**src/rtl/read_pointer_handler_fwft_pkg.sv**
```systemverilog
// Shared FIFO helpers: pointer width and Gray/binary conversion.
// Conversions work on a fixed-width container; callers zero-extend in and truncate out.
package read_pointer_handler_fwft_pkg;

  localparam int GRAY_MAX_W = 32;

  function automatic int ptr_width(input int addr_width);
    return addr_width + 1;
  endfunction

  function automatic logic [GRAY_MAX_W-1:0] binary2gray(input logic [GRAY_MAX_W-1:0] b);
    return b ^ (b >> 1);
  endfunction

  // Zero-extended upper bits leave the low bits of the result unaffected.
  function automatic logic [GRAY_MAX_W-1:0] gray2binary(input logic [GRAY_MAX_W-1:0] g);
    logic [GRAY_MAX_W-1:0] b;
    b[GRAY_MAX_W-1] = g[GRAY_MAX_W-1];
    for (int i = GRAY_MAX_W - 2; i >= 0; i--) begin
      b[i] = b[i+1] ^ g[i];
    end
    return b;
  endfunction

endpackage

```
**src/rtl/read_pointer_handler_fwft.sv**
```systemverilog
// Read-side pointer handler for the async FIFO with a first-word-fall-through
// output register, registered empty flag, occupancy estimate and almost-empty flag.
module read_pointer_handler_fwft
  import read_pointer_handler_fwft_pkg::*;
#(
  parameter int ADDR_WIDTH = 4,
  parameter int DATA_WIDTH = 32,
  parameter int AE_THRESH  = 2
) (
  input  logic                  rclk,
  input  logic                  rrst_n,
  input  logic [ADDR_WIDTH:0]   rq2_wptr,
  input  logic [DATA_WIDTH-1:0] mem_rdata,
  input  logic                  rready,
  output logic [ADDR_WIDTH:0]   rptr,
  output logic [ADDR_WIDTH-1:0] raddr,
  output logic                  rempty,
  output logic                  rvalid,
  output logic [DATA_WIDTH-1:0] rdata,
  output logic [ADDR_WIDTH:0]   rlevel,
  output logic                  ralmost_empty
);

  localparam int             PW     = ptr_width(ADDR_WIDTH);
  localparam logic [PW-1:0]  AE_LVL = PW'(AE_THRESH);

  logic [PW-1:0] rbin;
  logic [PW-1:0] n_rbin;
  logic [PW-1:0] n_rgray;
  logic [PW-1:0] wbin;
  logic [PW-1:0] n_level;
  logic          pop;
  logic          n_rempty;
  logic          n_almost_empty;

  // A word leaves memory whenever one is available and the output slot is free or being drained.
  always_comb begin
    pop            = !rempty && (!rvalid || rready);
    n_rbin         = rbin + PW'(pop);
    n_rgray        = PW'(binary2gray(GRAY_MAX_W'(n_rbin)));
    wbin           = PW'(gray2binary(GRAY_MAX_W'(rq2_wptr)));
    n_level        = wbin - n_rbin;
    n_rempty       = (n_rgray == rq2_wptr);
    n_almost_empty = (n_level <= AE_LVL);
  end

  assign raddr = rbin[ADDR_WIDTH-1:0];

  always_ff @(posedge rclk or negedge rrst_n) begin
    if (!rrst_n) begin
      rbin          <= '0;
      rptr          <= '0;
      rempty        <= 1'b1;
      rvalid        <= 1'b0;
      rdata         <= '0;
      rlevel        <= '0;
      ralmost_empty <= 1'b1;
    end else begin
      rbin          <= n_rbin;
      rptr          <= n_rgray;
      rempty        <= n_rempty;
      rlevel        <= n_level;
      ralmost_empty <= n_almost_empty;
      // Refill wins over drain, so a simultaneous consume and refill keeps rvalid high.
      if (pop) begin
        rdata  <= mem_rdata;
        rvalid <= 1'b1;
      end else if (rready) begin
        rvalid <= 1'b0;
      end
    end
  end

endmodule

```
**config.mk**
```make
export PLATFORM = sky130hd
export DESIGN_NAME = read_pointer_handler_fwft
export DESIGN_NICKNAME = d
export VERILOG_FILES = /design/src/rtl/read_pointer_handler_fwft_pkg.sv /design/src/rtl/read_pointer_handler_fwft.sv
export SDC_FILE = /design/constraint.sdc
export NUM_CORES = 1
export LEC_CHECK = 0
export ABC_AREA = 1
export CORE_UTILIZATION = 25
export CTS_CLUSTER_DIAMETER = 100
export CTS_CLUSTER_SIZE = 25
export DETAILED_ROUTE_END_ITERATION = 8
export PLACE_DENSITY = 0.57
export SETUP_SLACK_MARGIN = 0.05
export SKIP_CTS_REPAIR_TIMING = 1
export SYNTH_ARGS = -nofsm -noshare
export SYNTH_HDL_FRONTEND = slang
export SYNTH_SLANG_ARGS = --single-unit
```
**constraint.sdc**
```tcl
create_clock -name rclk -period 3.7 [get_ports rclk]
set_input_delay 0.555 -clock rclk [delete_from_list [all_inputs] [get_ports rclk]]
set_output_delay 0.555 -clock rclk [all_outputs]
set_load 0.05 [all_outputs]
```
==> results of run 1 <==
-- final cells by class --
cell class / count / area, µm²
Multi-Input combinational cell: 168 / 882
Sequential cell: 49 / 1230
Fill cell: 840 / 5030
Inverter: 19 / 71.3
Clock buffer: 7 / 86.3
Tap cell: 105 / 131
Timing Repair Buffer: 89 / 883
Clock inverter: 1 / 30.0
-- synthesized netlist by cell type (all sizes together) --
master | n | area, µm²
dfrtp | 47 | 1180
dfstp | 2 | 52.6
xor2 | 8 | 100
inv | 19 | 71.3
nand2 | 122 | 468
ha | 7 | 87.6
or2 | 2 | 12.5
a21oi | 2 | 10.0
nand3 | 15 | 90.1
nor2 | 6 | 25.0
xnor2 | 4 | 61.3
and2 | 1 | 6.26
clkbuf | 6 | 22.5
nor3 | 1 | 10.0
-- how the worst max path moves through the flow --
stage | from | end | slack (ns) | cells past startpoint
2_1_floorplan | rvalid | ralmost_empty | 0.88 | 13
3_3_place_gp | rready | ralmost_empty | 0.59 | 14
3_5_place_dp | rready | ralmost_empty | 0.52 | 14
4_1_cts | rready | ralmost_empty | 0.84 | 14
5_1_grt | rready | ralmost_empty | 0.66 | 14
6_report | rready | ralmost_empty | 0.88 | 14
-- cell families after synthesis --
kind of cell,after synthesis,synth area share (%)
AND/OR/NAND/NOR,147,27.9
flip-flops,49,56.0
buffers and inverters,25,4.28
XOR/XNOR,12,7.36
adder cells (fa/ha/maj),7,3.99
AO/OA/AOI/OAI,2,0.456
-- stage by stage --
step / util [%] / cells / hold slack [ns]
after CTS: 39.7 / 438 / 0.480
after floorplan: - / 242 / 0.259
after detailed placement: 38.3 / 430 / 0.459
after global placement: 38.3 / 430 / 0.452
after global routing: 39.7 / 438 / 0.502
final: 39.7 / 438 / 0.459
-- worst max-delay path, cell delays in order --
cell             delay (ns)
clkdlybuf4s50_1        0.45
inv_1                  0.07
a21oi_4                0.36
ha_1                   0.26
nand3_1                0.10
or2_0                  0.22
nand2_2                0.14
inv_1                  0.07
ha_1                   0.34
a21oi_1                0.18
nand2_1                0.07
nand2_1                0.05
nand2_1                0.06
nor2_1                 0.10
-- cells in the final DEF (no fill, tap or decap), types with 2 or more instances in the layout --
cell,Yosys,final
nor2_1,5,5
nand3_2,3,3
nand2_1,118,118
ha_1,7,7
xor2_1,4,4
nand3_1,12,12
inv_1,18,18
dfstp_2,2,2
clkdlybuf4s50_1,0,87
xor2_2,4,4
clkbuf_8,0,6
nand2_2,4,4
dfrtp_1,47,47
xnor2_1,2,2
-- layer usage --
layer	track usage, %	routed length, µm	up-vias	share of wire (%)
met2	19.7	2430	53	48
met4	3.36	55	0	1.1
met1	14.4	2260	844	45
li1	-	-	904	-
met5	0	0	-	0
met3	3.19	325	6	6.4
-- flip-flops by register name, summed over array words and instances, names as in the netlist --
signal         flops
ralmost_empty      1
rdata             32
rlevel             5
rvalid             1
rbin               5
rptr               4
rempty             1
==> impl_metrics.py, run 1 <==
metrics = {
    "sta": {
        "fin_skew_ns": 0.00695,
        "maxSlewViolCount": 0,
        "post-route-period-util_pct": 76.2,
        "fin_crit_ns": 2.82,
        "finalSetupViolCount": 0,
        "finalHoldViolCount": 0,
        "tightest_slew_ns": 1.08,
        "grt_setup_unrepaired": "false",
        "clock.fmax_mhz": 355,
        "relSlewSlack_pct": 27.9,
        "tns_ns": 0,
        "fin_ws_ns": 0.882,
    },
    "grt": {
        "track_usage_pct": 11.6,
        "grt_pass1_wl_um": 8150,
        "antenna_found_initial": 0,
        "grt_start_max_net_pins": 50,
        "grt_pass1_vias": 1767,
        "grt_overflow": 0,
    },
    "place": {
        "placed_cell_area_um2": 3200,
        "port_buffers": 88,
        "gp_congestion": 0.771,
        "hpwl_um": 3800,
        "post-place-ws_ns": 0.522,
    },
    "cts": {
        "cts_max_path_buffers": 2,
        "cts_sinks": 49,
        "tritoncts": "done",
        "clock_latency_ns": 0.29,
        "clockRootBuffer": "clkbuf_8",
        "clk_pin_slew_worst_paths_ns": 0.09,
        "cts_made_buffers": 5,
        "cts-htree-levels": 2,
    },
    "routing": {
        "post-route-drc-count": 0,
        "drt_first_iter_violations": 19,
        "ant_nets": 0,
        "wl_per_cell_um": 11.6,
        "routed_via_density": 4.13,
        "routed_wl_um": 5070,
        "drt_first_pass_iters": 4,
        "via_count": 1807,
    },
    "finish": {
        "nNetsFinal": 379,
        "final_layout_size_suffix_gt1_share_pct": 8.71,
        "final_area_um2": 3310,
        "diodes": 0,
        "area_growth_pct": 51.1,
    },
    "die": {
        "io_pins": 89,
        "start_util_pct": 26.3,
        "die_area_um2": 9150,
        "row_count": 33,
        "die_w_um": 95.7,
        "core_um2": 8340,
        "die_h_um": 95.7,
    },
    "worst_setup_path": {
        "path_max_fanout": 15,
        "r2r-start": "rvalid",
        "cp-start-kind": "input pin",
        "worstRegToRegCells": 12,
        "crit_type": "input pin to flop",
        "cp_data_required_time_ns": 3.93,
        "reg2reg_to": "ralmost_empty",
        "cp.arrival_ns": 3.05,
        "crit_path_end_kind": "flop",
        "ff2ff_setup_slack_ns": 1.22,
    },
    "min_path": {
        "hp-class": "input pin to async pin",
    },
    "synthesis": {
        "ys_ff_latch": 49,
        "syn_avg_cell_area_um2": 9.06,
        "synthesis.nets": 289,
        "yosys_warnings": 0,
        "synth_area_um2": 2190,
        "synthCells": 242,
        "yosysUniqueCellTypes": 22,
        "yosysSeqAreaShare_pct": 56.0,
    },
    "run_status": {
        "status": "finished, final reports clean",
    },
    "run": {
        "drv_cap": 0,
    },
}
Power of run 1 is not shown: default switching activity piles up to over one toggle a cycle in this logic, so the estimate is an artifact.
==> run 2, diff against run 1 <==
- PLACE_DENSITY: 0.57 -> 0.59
- clock period: 3.7 -> 2.55 ns (I/O delays scaled with it)
==> run 2 against run 1 <==
Against the previous run:
- cell count grew 3.2%
- non-clock buffer count is 14 higher
- design area increased by 3.0%
- global-route usage rose by 0.087 points
- largest cell class unchanged
- die area is the same
- critical path type unchanged
- critical path depth increased by 2
- highest routed layer unchanged
- via count increased by 1.6%
- wire length grew 1.4%
==> impl_metrics.py, run 2 (synthesis results as in run 1) <==
metrics = {
    "cts": {
        "clk_pin_slew_worst_paths_ns": 0.08,
        "cts_made_buffers": 5,
        "cts-htree-levels": 2,
        "cts_sinks": 49,
        "clockRootBuffer": "clkbuf_8",
        "cts_max_path_buffers": 2,
        "tritoncts": "done",
        "clock_latency_ns": 0.29,
    },
    "sta": {
        "tns_ns": 0,
        "maxSlewViolCount": 0,
        "post-route-period-util_pct": 88.0,
        "relSlewSlack_pct": 64.3,
        "clock.fmax_mhz": 446,
        "fin_ws_ns": 0.306,
        "finalSetupViolCount": 0,
        "fin_skew_ns": 0.000867,
        "finalHoldViolCount": 0,
        "tightest_slew_ns": 0.534,
        "fin_crit_ns": 2.24,
        "grt_setup_unrepaired": "false",
    },
    "worst_setup_path": {
        "crit_buf_inv": 4,
        "slowest_delay_ns": 0.45,
        "crit_path_end_kind": "flop",
        "path_max_fanout": 3,
        "cp_data_required_time_ns": 2.78,
        "critPathSlowestCell": "clkdlybuf4s50_1",
        "path_delay_family": "simple AND/OR/NAND/NOR gates",
        "cp.arrival_ns": 2.48,
        "cp-start-kind": "input pin",
        "crit_type": "input pin to flop",
        "path_cells": "clkdlybuf4s50_1 -> inv_1 -> a21oi_4 -> ha_1 -> ha_1 -> inv_1 -> nand3_1 -> and2_1 -> ha_1 -> inv_1 -> nand2_1 -> nand2_1 -> nand2_2 -> nor2_2 -> nand3_1 -> nor2_1",
    },
    "routing": {
        "ant_nets": 0,
        "via_count": 1836,
        "wl_per_cell_um": 11.4,
        "drt_first_iter_violations": 39,
        "post-route-drc-count": 0,
        "drt_first_pass_iters": 4,
        "routed_via_density": 4.06,
        "routed_wl_um": 5140,
    },
    "grt": {
        "track_usage_pct": 11.7,
        "grt_start_max_net_pins": 34,
        "grt_pass1_vias": 1751,
        "grt_overflow": 0,
        "grt_pass1_wl_um": 8110,
        "antenna_found_initial": 0,
    },
    "finish": {
        "max_flop_register": "rdata",
        "layout_commonest_cell": "nand2_1",
        "area_growth_pct": 55.6,
        "largest_register_ffs": 32,
        "nNetsFinal": 393,
        "layout_common_cells": "nand2_1 (118), clkdlybuf4s50_1 (87), dfrtp_1 (46)",
        "diodes": 0,
        "reg_top3": "rdata x32, rbin x5, rlevel x5",
        "final_layout_size_suffix_gt1_share_pct": 13.0,
    },
    "place": {
        "port_buffers": 88,
        "gp_congestion": 0.761,
        "hpwl_um": 4060,
        "post-place-ws_ns": -0.0164,
    },
    "die": {
        "die_h_um": 95.7,
        "die_area_um2": 9150,
        "die_w_um": 95.7,
        "core_um2": 8340,
        "start_util_pct": 26.3,
        "row_count": 33,
        "io_pins": 89,
    },
    "run_status": {
        "status": "finished, final reports clean",
    },
    "min_path": {
        "hp-class": "input pin to async pin",
    },
    "run": {
        "drv_cap": 0,
    },
}
==> run 2: stage by stage <==
| stage | hold WS, ns | instance area [µm²] | utilization, % | instances |
|---|---|---|---|---|
| 2_1_floorplan | 0.0869 | 2210 | - | 242 |
| 3_3_place_gp | 0.380 | 3320 | 39.8 | 444 |
| 3_5_place_dp | 0.390 | 3320 | 39.8 | 444 |
| 4_1_cts | 0.0610 | 3410 | 40.9 | 452 |
| 5_1_grt | 0.0810 | 3410 | 40.9 | 452 |
| 6_report | 0.0464 | 3410 | 40.9 | 452 |
==> run 2: routing by layer <==
metal | share of wire, % | track usage [%] | vias up
li1 | - | - | 938
met1 | 43 | 13.8 | 837
met2 | 49 | 20.8 | 57
met3 | 8.0 | 3.19 | 4
met5 | 0 | 0 | -
met4 | 0.51 | 3.36 | 0
==> run 2: worst reg2reg max path, cell delays in order, from the launching register on <==
cell and delay, ns:
dfstp_2 0.58, a21oi_4 0.05, ha_1 0.18, ha_1 0.29, inv_1 0.08, nand3_1 0.10
and2_1 0.17, ha_1 0.19, inv_1 0.07, nand2_1 0.06, nand2_1 0.07, nand2_2 0.06
nor2_2 0.07, nand3_1 0.07, nor2_1 0.08
==> run 2: worst paths after layout <==
path | startpoint | end | slack, ns | depth (start not counted)
min in group rclk | rdata[0] | rdata[0] | 0.48 | 2
worst max-delay path | rready | ralmost_empty | 0.31 | 16
max in group asynchronous | rrst_n | rdata[23] | 1.76 | 2
worst max register to register | rempty | ralmost_empty | 0.38 | 14
worst min register to register | rdata[0] | rdata[0] | 0.48 | 2
worst min-delay path | rrst_n | rdata[3] | 0.05 | 1
==> run 2: area by class of cell <==
cell class / instances / area (µm²)
clock buffers: 6 / 82.6
inverters: 19 / 71.3
well taps: 105 / 131
repair buffers: 103 / 1000
flip-flops and latches: 49 / 1230
clock inverters: 2 / 13.8
multi-input cells: 168 / 882
fillers: 850 / 4930
Power of run 2 is left out for the same reason.
